===== src/rtl/addsub_rr_arbiter_if.sv =====
// Bundle of requester, adder and response signals shared by the round-robin adder arbiter.
// The slave modport is the arbiter's view; the master modport is the clients plus adder.
interface addsub_rr_arbiter_if #(
  parameter int NUM_REQ = 4,
  parameter int ID_W    = (NUM_REQ > 1) ? $clog2(NUM_REQ) : 1
);
  logic [NUM_REQ-1:0]    req_valid;
  logic [NUM_REQ-1:0]    req_ready;
  logic [2*NUM_REQ-1:0]  req_op;
  logic [32*NUM_REQ-1:0] req_a;
  logic [32*NUM_REQ-1:0] req_b;

  logic [31:0]           as_a;
  logic [31:0]           as_b;
  logic                  as_ctl0;
  logic                  as_ctl1;
  logic [31:0]           as_out;
  logic                  as_zero;
  logic                  as_ovf;
  logic                  as_cout;

  logic                  rsp_valid;
  logic                  rsp_ready;
  logic [ID_W-1:0]       rsp_id;
  logic [31:0]           rsp_data;
  logic                  rsp_zero;
  logic                  rsp_ovf;
  logic                  rsp_cout;

  modport slave (
    input  req_valid, req_op, req_a, req_b,
    output req_ready,
    output as_a, as_b, as_ctl0, as_ctl1,
    input  as_out, as_zero, as_ovf, as_cout,
    output rsp_valid, rsp_id, rsp_data, rsp_zero, rsp_ovf, rsp_cout,
    input  rsp_ready
  );

  modport master (
    output req_valid, req_op, req_a, req_b,
    input  req_ready,
    input  as_a, as_b, as_ctl0, as_ctl1,
    output as_out, as_zero, as_ovf, as_cout,
    input  rsp_valid, rsp_id, rsp_data, rsp_zero, rsp_ovf, rsp_cout,
    output rsp_ready
  );
endinterface


===== src/rtl/addsub_rr_arbiter.sv =====
// Round-robin arbiter sharing one combinational ADD/SUB/SLT adder among NUM_REQ clients,
// with a single registered response slot and a running grant counter.
module addsub_rr_arbiter #(
  parameter int NUM_REQ = 4
) (
  input  logic                 clk,
  input  logic                 rst_n,
  addsub_rr_arbiter_if.slave   bus,
  output logic [15:0]          grant_cnt
);
  localparam int WIDTH = 32;
  localparam int ID_W  = (NUM_REQ > 1) ? $clog2(NUM_REQ) : 1;

  logic [ID_W-1:0]  ptr_q, ptr_d;
  logic             rsp_valid_q, rsp_valid_d;
  logic [ID_W-1:0]  rsp_id_q, rsp_id_d;
  logic [WIDTH-1:0] rsp_data_q, rsp_data_d;
  logic             rsp_zero_q, rsp_zero_d;
  logic             rsp_ovf_q, rsp_ovf_d;
  logic             rsp_cout_q, rsp_cout_d;
  logic [15:0]      grant_cnt_q, grant_cnt_d;

  logic             found;
  logic [ID_W-1:0]  win_id;
  logic [ID_W-1:0]  cand;
  logic             slot_open;
  logic             fire;
  logic [1:0]       op_mux;

  // Scan starts one past the last winner so every client gets a turn.
  always_comb begin
    found  = 1'b0;
    win_id = '0;
    cand   = '0;
    for (int k = 1; k <= NUM_REQ; k++) begin
      cand = ID_W'((int'(ptr_q) + k) % NUM_REQ);
      if (!found && bus.req_valid[cand]) begin
        found  = 1'b1;
        win_id = cand;
      end
    end
  end

  assign slot_open = !rsp_valid_q || bus.rsp_ready;
  assign fire      = found && slot_open && rst_n;

  always_comb begin
    bus.as_a = '0;
    bus.as_b = '0;
    op_mux   = 2'b00;
    for (int i = 0; i < NUM_REQ; i++) begin
      if (found && win_id == ID_W'(i)) begin
        bus.as_a = bus.req_a[i*WIDTH +: WIDTH];
        bus.as_b = bus.req_b[i*WIDTH +: WIDTH];
        op_mux   = bus.req_op[2*i +: 2];
      end
    end
  end

  assign bus.as_ctl0  = op_mux[1] | op_mux[0];
  assign bus.as_ctl1  = op_mux[1];
  assign bus.req_ready = fire ? (NUM_REQ'(1) << win_id) : '0;

  // A new grant overwrites the slot even when the old response is consumed the same cycle.
  always_comb begin
    ptr_d       = ptr_q;
    rsp_valid_d = rsp_valid_q;
    rsp_id_d    = rsp_id_q;
    rsp_data_d  = rsp_data_q;
    rsp_zero_d  = rsp_zero_q;
    rsp_ovf_d   = rsp_ovf_q;
    rsp_cout_d  = rsp_cout_q;
    grant_cnt_d = grant_cnt_q;
    if (fire) begin
      ptr_d       = win_id;
      rsp_valid_d = 1'b1;
      rsp_id_d    = win_id;
      rsp_data_d  = bus.as_out;
      rsp_zero_d  = bus.as_zero;
      rsp_ovf_d   = bus.as_ovf;
      rsp_cout_d  = bus.as_cout;
      grant_cnt_d = grant_cnt_q + 16'd1;
    end else if (bus.rsp_ready) begin
      rsp_valid_d = 1'b0;
    end
  end

  always_ff @(posedge clk or negedge rst_n) begin
    if (!rst_n) begin
      ptr_q       <= ID_W'(NUM_REQ - 1);
      rsp_valid_q <= 1'b0;
      rsp_id_q    <= '0;
      rsp_data_q  <= '0;
      rsp_zero_q  <= 1'b0;
      rsp_ovf_q   <= 1'b0;
      rsp_cout_q  <= 1'b0;
      grant_cnt_q <= '0;
    end else begin
      ptr_q       <= ptr_d;
      rsp_valid_q <= rsp_valid_d;
      rsp_id_q    <= rsp_id_d;
      rsp_data_q  <= rsp_data_d;
      rsp_zero_q  <= rsp_zero_d;
      rsp_ovf_q   <= rsp_ovf_d;
      rsp_cout_q  <= rsp_cout_d;
      grant_cnt_q <= grant_cnt_d;
    end
  end

  assign bus.rsp_valid = rsp_valid_q;
  assign bus.rsp_id    = rsp_id_q;
  assign bus.rsp_data  = rsp_data_q;
  assign bus.rsp_zero  = rsp_zero_q;
  assign bus.rsp_ovf   = rsp_ovf_q;
  assign bus.rsp_cout  = rsp_cout_q;
  assign grant_cnt     = grant_cnt_q;
endmodule


===== src/flat_wrapper.sv =====
// flat-port wrapper written by rule: the top's interface ports become plain ports
module addsub_rr_arbiter_flat 
#(
  parameter int NUM_REQ = 4
)
  (clk, rst_n, grant_cnt, bus_req_valid, bus_req_op, bus_req_a, bus_req_b, bus_req_ready, bus_as_a, bus_as_b, bus_as_ctl0, bus_as_ctl1, bus_as_out, bus_as_zero, bus_as_ovf, bus_as_cout, bus_rsp_valid, bus_rsp_id, bus_rsp_data, bus_rsp_zero, bus_rsp_ovf, bus_rsp_cout, bus_rsp_ready);
  addsub_rr_arbiter_if #(.NUM_REQ(NUM_REQ)) bus_i ();
  input  logic clk;
  input  logic rst_n;
  output logic [15:0] grant_cnt;
  input wire logic [$bits(bus_i.req_valid)-1:0] bus_req_valid;
  input wire logic [$bits(bus_i.req_op)-1:0] bus_req_op;
  input wire logic [$bits(bus_i.req_a)-1:0] bus_req_a;
  input wire logic [$bits(bus_i.req_b)-1:0] bus_req_b;
  output wire logic [$bits(bus_i.req_ready)-1:0] bus_req_ready;
  output wire logic [$bits(bus_i.as_a)-1:0] bus_as_a;
  output wire logic [$bits(bus_i.as_b)-1:0] bus_as_b;
  output wire logic [$bits(bus_i.as_ctl0)-1:0] bus_as_ctl0;
  output wire logic [$bits(bus_i.as_ctl1)-1:0] bus_as_ctl1;
  input wire logic [$bits(bus_i.as_out)-1:0] bus_as_out;
  input wire logic [$bits(bus_i.as_zero)-1:0] bus_as_zero;
  input wire logic [$bits(bus_i.as_ovf)-1:0] bus_as_ovf;
  input wire logic [$bits(bus_i.as_cout)-1:0] bus_as_cout;
  output wire logic [$bits(bus_i.rsp_valid)-1:0] bus_rsp_valid;
  output wire logic [$bits(bus_i.rsp_id)-1:0] bus_rsp_id;
  output wire logic [$bits(bus_i.rsp_data)-1:0] bus_rsp_data;
  output wire logic [$bits(bus_i.rsp_zero)-1:0] bus_rsp_zero;
  output wire logic [$bits(bus_i.rsp_ovf)-1:0] bus_rsp_ovf;
  output wire logic [$bits(bus_i.rsp_cout)-1:0] bus_rsp_cout;
  input wire logic [$bits(bus_i.rsp_ready)-1:0] bus_rsp_ready;
  assign bus_i.req_valid = bus_req_valid;
  assign bus_i.req_op = bus_req_op;
  assign bus_i.req_a = bus_req_a;
  assign bus_i.req_b = bus_req_b;
  assign bus_req_ready = bus_i.req_ready;
  assign bus_as_a = bus_i.as_a;
  assign bus_as_b = bus_i.as_b;
  assign bus_as_ctl0 = bus_i.as_ctl0;
  assign bus_as_ctl1 = bus_i.as_ctl1;
  assign bus_i.as_out = bus_as_out;
  assign bus_i.as_zero = bus_as_zero;
  assign bus_i.as_ovf = bus_as_ovf;
  assign bus_i.as_cout = bus_as_cout;
  assign bus_rsp_valid = bus_i.rsp_valid;
  assign bus_rsp_id = bus_i.rsp_id;
  assign bus_rsp_data = bus_i.rsp_data;
  assign bus_rsp_zero = bus_i.rsp_zero;
  assign bus_rsp_ovf = bus_i.rsp_ovf;
  assign bus_rsp_cout = bus_i.rsp_cout;
  assign bus_i.rsp_ready = bus_rsp_ready;
  addsub_rr_arbiter #(.NUM_REQ(NUM_REQ)) u_core (.clk(clk), .rst_n(rst_n), .bus(bus_i), .grant_cnt(grant_cnt));
endmodule

===== config.mk =====
export PLATFORM = sky130hd
export DESIGN_NAME = addsub_rr_arbiter_flat
export DESIGN_NICKNAME = d
export VERILOG_FILES = /design/src/rtl/addsub_rr_arbiter_if.sv /design/src/rtl/addsub_rr_arbiter.sv /design/src/flat_wrapper.sv
export SDC_FILE = /design/constraint.sdc
export NUM_CORES = 1
export LEC_CHECK = 0
export ABC_AREA = 1
export CAP_MARGIN = 5
export CORE_AREA = 2 2 168 170
export CTS_CLUSTER_SIZE = 30
export DETAILED_ROUTE_END_ITERATION = 10
export DIE_AREA = 0 0 170 172
export PLACE_DENSITY = 0.51
export RECOVER_POWER = 100
export SLEW_MARGIN = 20
export SYNTH_ARGS = -nofsm -noshare
export SYNTH_HDL_FRONTEND = slang
export SYNTH_SLANG_ARGS = --single-unit

===== constraint.sdc =====
create_clock -name clk -period 6.75 [get_ports clk]
set_input_delay 1.35 -clock clk [delete_from_list [all_inputs] [get_ports clk]]
set_output_delay 1.35 -clock clk [all_outputs]
set_load 0.05 [all_outputs]

## After elaboration in Yosys (flattened, before gate mapping)

Cells that the tools add are included.

- Bitwise operators: 1
- Multiplexer cells: 31
- $add $sub $neg: 5
- Shifts and indexed selects: 1
- Reductions and logical operators: 16
- Order comparisons: 4
- Equality and inequality tests: 3

Operator list:

| kind | count |
|---|---|
| 2-to-1 mux 32 bit | 8 |
| adder 16 x 1 -> 16 bit (second input constant) | 1 |
| 2-to-1 mux 2 bit | 8 |
| < comparator 2 x 3 -> 1 bit (second input constant) | 4 |
| 2-to-1 mux 1 bit | 10 |
| logical AND 1 bit | 9 |
| binary-select mux 1 bit (select 2 bit) | 4 |
| adder 2 x 1 -> 2 bit (second input constant) | 2 |
| adder 2 bit (second input constant) | 2 |
| == test 2 bit (second input constant) | 2 |
| zero test 1 bit | 4 |
| 2-to-1 mux 4 bit | 1 |
| << shifter 1 x 2 -> 4 bit (first input constant) | 1 |
| == test 2 x 1 -> 1 bit (second input constant) | 1 |
| zero test 2 bit | 1 |
| nonzero test 2 bit | 1 |
| logical OR 1 bit | 1 |
| OR 1 bit | 1 |

- Input bits: 306
- Logic and storage cells: 69
- Register bits: 56

## Longest topological paths before layout

Gate-level depths: netlist (run 1).

- Depth after elaboration: 20
- Mapped depth: 17

## Least setup slack after synthesis (run 1)

No wires, ideal clock.

- Kind: input -> output
- From: input bus_req_valid[0]
- To: output bus_req_ready[0]
- Buffers on the path: 1
- Required time: 5400 ps
- Setup slack: 2230 ps
- Data arrival time: 3170 ps
- Stages on the path: 9
- Cells stage by stage: nand2_1 nand2_1 nand2_2 nand2_1 nor2_2 nand3b_2 nand3_2 buf_2 nor3_1

- Longest elaborated chain between the ends: 15
- Elaborated cells on any way between the ends: 26
- Classes of those cells: 1 x shift; 17 x mux; 8 x reduce/logical

RTL lines:

| what | line | text |
|---|---|---|
| from (decl) | flat_wrapper.sv:11 | `input wire logic [$bits(bus_i.req_valid)-1:0] bus_req_valid;` |
| binary-select mux 1 bit (select 2 bit) | addsub_rr_arbiter.sv:37 | `if (!found && bus.req_valid[cand]) begin` |
| 2-to-1 mux 1 bit (implied by the code) | addsub_rr_arbiter.sv:37 |  |
| 2-to-1 mux 1 bit | addsub_rr_arbiter.sv:37 |  |
| zero test 1 bit | addsub_rr_arbiter.sv:37 |  |
| logical AND 1 bit | addsub_rr_arbiter.sv:37 |  |
| 2-to-1 mux 1 bit | addsub_rr_arbiter.sv:37 |  |
| zero test 1 bit | addsub_rr_arbiter.sv:37 |  |
| logical AND 1 bit | addsub_rr_arbiter.sv:37 |  |
| 2-to-1 mux 1 bit | addsub_rr_arbiter.sv:37 |  |
| zero test 1 bit | addsub_rr_arbiter.sv:37 |  |
| logical AND 1 bit | addsub_rr_arbiter.sv:37 |  |
| 2-to-1 mux 1 bit | addsub_rr_arbiter.sv:37 |  |
| logical AND 1 bit (2 in a row) | addsub_rr_arbiter.sv:45 | `assign fire = found && slot_open && rst_n;` |
| 2-to-1 mux 4 bit (*) | addsub_rr_arbiter.sv:62 | `assign bus.req_ready = fire ? (NUM_REQ'(1) << win_id) : '0;` |
| to (decl) | flat_wrapper.sv:15 | `output wire logic [$bits(bus_i.req_ready)-1:0] bus_req_ready;` |

Every way passes the cells marked *; elsewhere a longest branch is shown, timed or not. The select of a mux whose other input is x is not followed.

## Final worst setup path (run 1)

- From: input bus_req_valid[2]
- To: output bus_as_a[18]

- Longest elaborated chain between the ends: 18
- Elaborated cells on any way between the ends: 34
- Classes of those cells: 3 x eq/ne; 20 x mux; 11 x reduce/logical

RTL lines:

| what | line | text |
|---|---|---|
| binary-select mux 1 bit (select 2 bit) | addsub_rr_arbiter.sv:37 |  |
| 2-to-1 mux 1 bit (implied by the code) | addsub_rr_arbiter.sv:37 |  |
| 2-to-1 mux 1 bit | addsub_rr_arbiter.sv:37 |  |
| zero test 1 bit | addsub_rr_arbiter.sv:37 |  |
| logical AND 1 bit | addsub_rr_arbiter.sv:37 |  |
| 2-to-1 mux 1 bit | addsub_rr_arbiter.sv:37 |  |
| zero test 1 bit | addsub_rr_arbiter.sv:37 |  |
| logical AND 1 bit | addsub_rr_arbiter.sv:37 |  |
| 2-to-1 mux 1 bit | addsub_rr_arbiter.sv:37 |  |
| zero test 1 bit | addsub_rr_arbiter.sv:37 |  |
| logical AND 1 bit | addsub_rr_arbiter.sv:37 |  |
| 2-to-1 mux 2 bit | addsub_rr_arbiter.sv:37 |  |
| zero test 2 bit | addsub_rr_arbiter.sv:52 | `if (found && win_id == ID_W'(i)) begin` |
| logical AND 1 bit | addsub_rr_arbiter.sv:52 |  |
| 2-to-1 mux 32 bit (3 in a row) | addsub_rr_arbiter.sv:52 |  |
| 2-to-1 mux 32 bit (*) | addsub_rr_arbiter.sv:52 |  |
| to (decl) | flat_wrapper.sv:16 | `output wire logic [$bits(bus_i.as_a)-1:0] bus_as_a;` |

Marks and branches as above.

==> results.md, run 1 <==
- Max-slew violation count: between 100 and 150
- Cell taking the most area after synthesis: nand2_1
- Die extent in y: ~170 µm
- Slew margin rel.: -102.9%
- Vias: around 6100
- FF+latch area: between 1000 and 1500 µm²
- Fin cells: around 1500
- Total GRT Usage: 15.80%
- Nets: approximately 1400
- Post-CTS Hold Buffers: 0
- Antenna viol nets, final: 0
- Endpoints failing hold: 0
- Failing checks: capacitance limit, slew limit
- Core area: 27480 µm²
- PortBufs: about 430
- Area delta synth->final: 110.4%
- Commonest cells after routing, fill and taps aside: nand2_1 (433), clkdlybuf4s50_1 (303), dlygate4sd3_1 (122)
- Clk_skew: between 5 and 6 ps
- Synth cell types: 27
- Critical path required time: between 5000 and 6000 ps
- Fill cells: ~3000
- Die ar.: slightly below 30000 µm²
- Final hold slack: approximately 470 ps
- Crit-path max FO: 47
- Syn nets: around 1000
- DRC viols: 0
- Vias in the first global route: just under 6000
- Max-Cap Viols: 2
- Clk sink count: 56
- Routed wire length per instance: 17.42 µm
- Dpl hpwl: 20510 µm
- Register bit total from synthesis: 56
- Clock Tree Buf Depth: 2
- Area of the multi-input gates: roughly 2500 µm²
- Number of CTS-inserted buffers: 5
- First-pass GRT wire length: 35260 µm
- Slowest-stage cell, CP: dlygate4sd3_1
- Post-CTS Resized: 0
- Row cnt: 61
- Max stage delay on crit path: ~890 ps
- Finish-stage setup viols: 0
- RSZ-0062 raised after global routing: false
- CTS tree: yes
- Gpl congestion: around 0.84
- Warnings, synthesis: 0
- Post-Syn Instances: about 700
- Top cells by area, synth: nand2_1 (38%), dfrtp_1 (32%), nand4_1 (10%)
- Sequential area share after synthesis: between 30% and 40%
- Clock latency on the worst-skew pair: 290 ps
- Initial antenna violation count: 7
- Tmin final: 5962 ps
- Layout cells sized above 1: ~2.6%
- Final worst-path cycle share: about nine tenths
- Arr. time, crit path: 4610 ps
- Area fraction of the dominant cell type after synthesis: approximately two fifths
- Status: complete, but fails checks
- Most frequent cell on the critical path: nand2_1
- Clock transition at the registers of the reported paths: approximately 70 ps
- Worst slew pin tran: about 3000 ps
- Post-layout util: about a third
- Drt via density: 4.166
- Most common cell after layout, fill and taps aside: nand2_1
- H-tree Lvls: 2
- Startpoint class of the critical path: primary input
- Hold Crit Class: reg -> reg
- Die Wd: approximately 170 µm
- Post-CTS Setup Repair Bufs: 0
- Dpl cells: between 1000 and 1500
- Fmax: 0.1677 GHz
- Largest net degree at the start of global routing: 67
- Critical Path Sink Type: output port
- Syn_area_per_cell: around 6.1 µm²
- IO Pins: 430
- Initial DRC Count: 383
- Root buf cell: clkbuf_16
- Setup_tns: 0 ps
- Starting Density: 15.56%
- CP Class: in -> out
- Total grt overflow: 0
- Cell area after synthesis: 4275 µm²
- CP cell instances: dlygate4sd3_1 > nand2_1 > nand2_1 > nand2_1 > nand2_1 > nor2_1 > nand3b_1 > nand2_2 > inv_2 > nor2_8 > buf_12 > nand2_1 > nand4_1 > dlygate4sd3_1
- Drt pass-1 iters: 4
- Final WL: between 20000 and 30000 µm
==> cell families after synthesis <==
family | share of synthesized area [%]
fa+ha+maj | 0.2926
simple gates | 55.08
buf+inv | 8.194
compound gates | 0.7316
xor+xnor | 2.868
flops | 32.84
==> final timing paths <==
check | start | to | slack, ps | cells after the start
max | bus_req_valid[2] | bus_as_a[18] | 790 | 14
min | u_core.bus.rsp_zero$_DFFE_PN0P_ | u_core.bus.rsp_zero$_DFFE_PN0P_ | 470 | 2
max reg2reg | u_core.ptr_q[0]$_DFFE_PN1P_ | u_core.grant_cnt[10]$_DFFE_PN0P_ | 2790 | 11
min reg2reg | u_core.bus.rsp_zero$_DFFE_PN0P_ | u_core.bus.rsp_zero$_DFFE_PN0P_ | 470 | 2
max in group asynchronous | rst_n | u_core.bus.rsp_id[0]$_DFFE_PN0P_ | 2830 | 2
min in group asynchronous | rst_n | u_core.bus.rsp_valid$_DFFE_PN0P_ | 2190 | 2
==> cells in the mapped netlist <==
| master | count |
|---|---|
| nor3_1 | 6 |
| buf_6 | 6 |
| nand3b_2 | 1 |
| nand4_1 | 71 |
| xor2_1 | 11 |
| buf_2 | 16 |
| nor2_8 | 1 |
| xnor2_1 | 3 |
| inv_2 | 6 |
| nor2_1 | 18 |
| nand3_2 | 2 |
| o21ai_0 | 3 |
| o21ai_1 | 2 |
| dfstp_2 | 2 |
| nor4_1 | 3 |
| ha_1 | 1 |
| nand3_1 | 10 |
| nand2_2 | 4 |
| nor2_2 | 3 |
| dfrtp_1 | 54 |
| buf_4 | 8 |
| nor3b_2 | 1 |
| inv_1 | 24 |
| a31oi_1 | 1 |
| nor2_4 | 1 |
| clkbuf_1 | 8 |
| nand2_1 | 433 |
==> sequential cells by signal, summed over array words and instances, names as in the netlist <==
signal                cells
u_core.bus.rsp_cout       1
u_core.bus.rsp_data      32
u_core.bus.rsp_id         2
u_core.bus.rsp_ovf        1
u_core.bus.rsp_valid      1
u_core.bus.rsp_zero       1
u_core.grant_cnt         16
u_core.ptr_q              2
==> area by class of cell <==
cell class,instances,area share (%)
clock buffers,7,1.585
repair buffers,436,48.51
flip-flops and latches,56,15.60
clock inverters,1,0.08344
diodes,3,0.08344
well taps,346,4.812
multi-input cells,575,28.08
inverters,30,1.252
==> metrics by stage <==
stage,worst slack (ps),instance area (µm²)
floorplan,2230,4275
global placement,1020,8909
detailed placement,974.6,8909
CTS,960.5,9059
global route,516.1,8995
finish,788.2,8997
==> routing by layer <==
| metal | global-route usage [%] | up-vias | part of all wire [%] |
|---|---|---|---|
| met5 | 0 | - | 0.19 |
| met4 | 4.236 | 8 | 1.9 |
| met2 | 25.93 | 288 | 47 |
| li1 | - | 3031 | - |
| met3 | 6.043 | 30 | 11 |
| met1 | 19.41 | 2701 | 40 |
==> worst max-delay path: cells and delay by family <==
family,cells,cell delay (ps)
buffers and inverters,4,1850
and+or+nand+nor,10,1370
Power of run 1 is left out: the tool's default activity adds up to more than one toggle a clock period on the data nets, which glitch-free logic cannot reach.
==> run 2: changes to the inputs <==
HOLD_SLACK_MARGIN = 0.06   (was not set)
REMOVE_ABC_BUFFERS = 1   (was not set)
==> results.md, run 2 (synthesis gave the netlist of run 1 again) <==
- Largest net degree at the start of global routing: 67 (unchanged)
- Root buf cell: clkbuf_16
- Number of CTS-inserted buffers: 5 (unchanged)
- Hold Crit Class: reg -> reg
- Nets: 1412 (+0.071%)
- IO Pins: 430 (unchanged)
- Met3 Wirelength: 2273 µm (-20%)
- Commonest cells after routing, fill and taps aside: nand2_1 (434), clkdlybuf4s50_1 (303), dlygate4sd3_1 (121)
- Routed wire length per instance: 17.11 µm (-1.8%)
- CTS tree: yes
- Status: complete, but fails checks
- Clk_skew: 10.49 ps (+4.914 ps)
- Total GRT Usage: 15.59% (-0.21 points)
- First-pass GRT wire length: 34730 µm (-1.5%)
- Tmin final: 6010 ps (+48.25 ps)
- Clock transition at the registers of the reported paths: 70 ps (about the same)
- Vias in the first global route: 5611 (-4.5%)
- Max reg flops: 32 (unchanged)
- Die extent in y: 172 µm (unchanged)
- RSZ-0062 raised after global routing: false
- PortBufs: 429 (unchanged)
- Met2 wire length: 12480 µm (+5.9%)
- Startpoint class of the critical path: primary input
- Vias: 6057 (-0.017%)
- Post-CTS Resized: 0 (unchanged)
- Clock latency on the worst-skew pair: 300 ps (about the same)
- Post-CTS Hold Buffers: 0 (unchanged)
- Drt pass-1 iters: 4 (unchanged)
- Post-CTS Setup Repair Bufs: 0 (unchanged)
- Wl on met1: 9911 µm (-2.4%)
- Setup_tns: 0 ps (unchanged)
- Final worst-path cycle share: 89.04% (+0.71 points)
- Max-slew violation count: 99 (-2.0%)
- Critical path required time: 5400 ps (about the same)
- Core area: 27480 µm² (unchanged)
- Dpl hpwl: 20350 µm (-0.80%)
- Slew margin rel.: -102.7% (+0.18 points)
- Antenna viol nets, final: 0 (unchanged)
- Finish-stage setup viols: 0 (unchanged)
- Max-Cap Viols: 2 (unchanged)
- Most common cell after layout, fill and taps aside: nand2_1
- Crit-path max FO: 35 (-26%)
- Starting Density: 15.56% (unchanged)
- Failing checks: capacitance limit, slew limit
- Worst slew pin tran: 3041 ps (-2.720 ps)
- DRC viols: 0 (unchanged)
- Die ar.: 29240 µm² (unchanged)
- Clk sink count: 56 (unchanged)
- Top Layer Used: met4
- H-tree Lvls: 2 (unchanged)
- Drt via density: 4.146 (-0.50%)
- Total grt overflow: 0 (unchanged)
- CP Class: in -> out
- Gpl congestion: 0.8782 (+5.1%)
- Die Wd: 170 µm (unchanged)
- Critical Path Sink Type: output port
- Fmax: 0.1664 GHz (-0.80%)
- Final WL: 25000 µm (-1.3%)
- Area delta synth->final: 110.5% (about the same)
- Initial DRC Count: 328 (-14%)
- Endpoints failing hold: 0 (unchanged)
- Clock Tree Buf Depth: 2 (unchanged)
- Layout cells sized above 1: 2.803% (+0.18 points)
- Initial antenna violation count: 8 (+1)
- Row cnt: 61 (unchanged)
- Arr. time, crit path: 4660 ps (+50 ps)
-- run 2: cell type report --
| class | instances | area, µm² |
|---|---|---|
| Tap cell | 346 | 432.9 |
| Sequential cell | 56 | 1404 |
| Timing Repair Buffer | 437 | 4357 |
| Clock inverter | 2 | 16.27 |
| Antenna cell | 9 | 22.52 |
| Clock buffer | 6 | 128.9 |
| Fill cell | 2976 | 18480 |
| Multi-Input combinational cell | 575 | 2527 |
| Inverter | 30 | 112.6 |
-- run 2: final timing paths --
check                                                   startpoint                                  end  slack, ps  cells past startpoint
worst max-delay path                              bus_req_valid[1]                         bus_as_b[18]        740                     14
worst min-delay path            u_core.bus.rsp_data[2]$_DFFE_PN0P_   u_core.bus.rsp_data[2]$_DFFE_PN0P_        480                      2
worst max register to register         u_core.ptr_q[0]$_DFFE_PN1P_     u_core.grant_cnt[10]$_DFFE_PN0P_       2980                     11
worst min register to register  u_core.bus.rsp_data[2]$_DFFE_PN0P_   u_core.bus.rsp_data[2]$_DFFE_PN0P_        480                      2
max in group asynchronous                                    rst_n  u_core.bus.rsp_data[20]$_DFFE_PN0P_       2750                      2
min in group asynchronous                                    rst_n  u_core.bus.rsp_data[12]$_DFFE_PN0P_       2280                      2
-- run 2: routing by layer --
layer,GRT usage [%],vias up
met5,0,-
met4,4.496,0
met3,4.623,17
met2,26.42,240
met1,19.19,2762
li1,-,3038
-- run 2: through the flow --
| stage | hold slack, ps | cells | instance area, µm² | utilization [%] | worst slack (ps) |
|---|---|---|---|---|---|
| after floorplan | 532.8 | 661 | 4038 | - | 1099 |
| after global placement | 460.8 | 1444 | 8889 | 32.35 | 920.3 |
| after detailed placement | 464.7 | 1444 | 8889 | 32.35 | 903.6 |
| after CTS | 484.3 | 1452 | 9034 | 32.88 | 902.1 |
| after global routing | 498.7 | 1457 | 8991 | 32.72 | 382.7 |
| final | 475.3 | 1461 | 9001 | 32.76 | 740.0 |
-- run 2: critical path: stages --
cell,delay [ps]
dlygate4sd3_1,570
nand2_1,80
nand2_1,80
nand2_1,90
nand2_1,70
nor2_1,150
nand3b_2,160
nand2_2,200
inv_2,110
nor2_8,460
buf_12,260
nand2_1,70
nand4_1,100
dlygate4sd3_1,890
Power of run 2 is left out for the same reason.
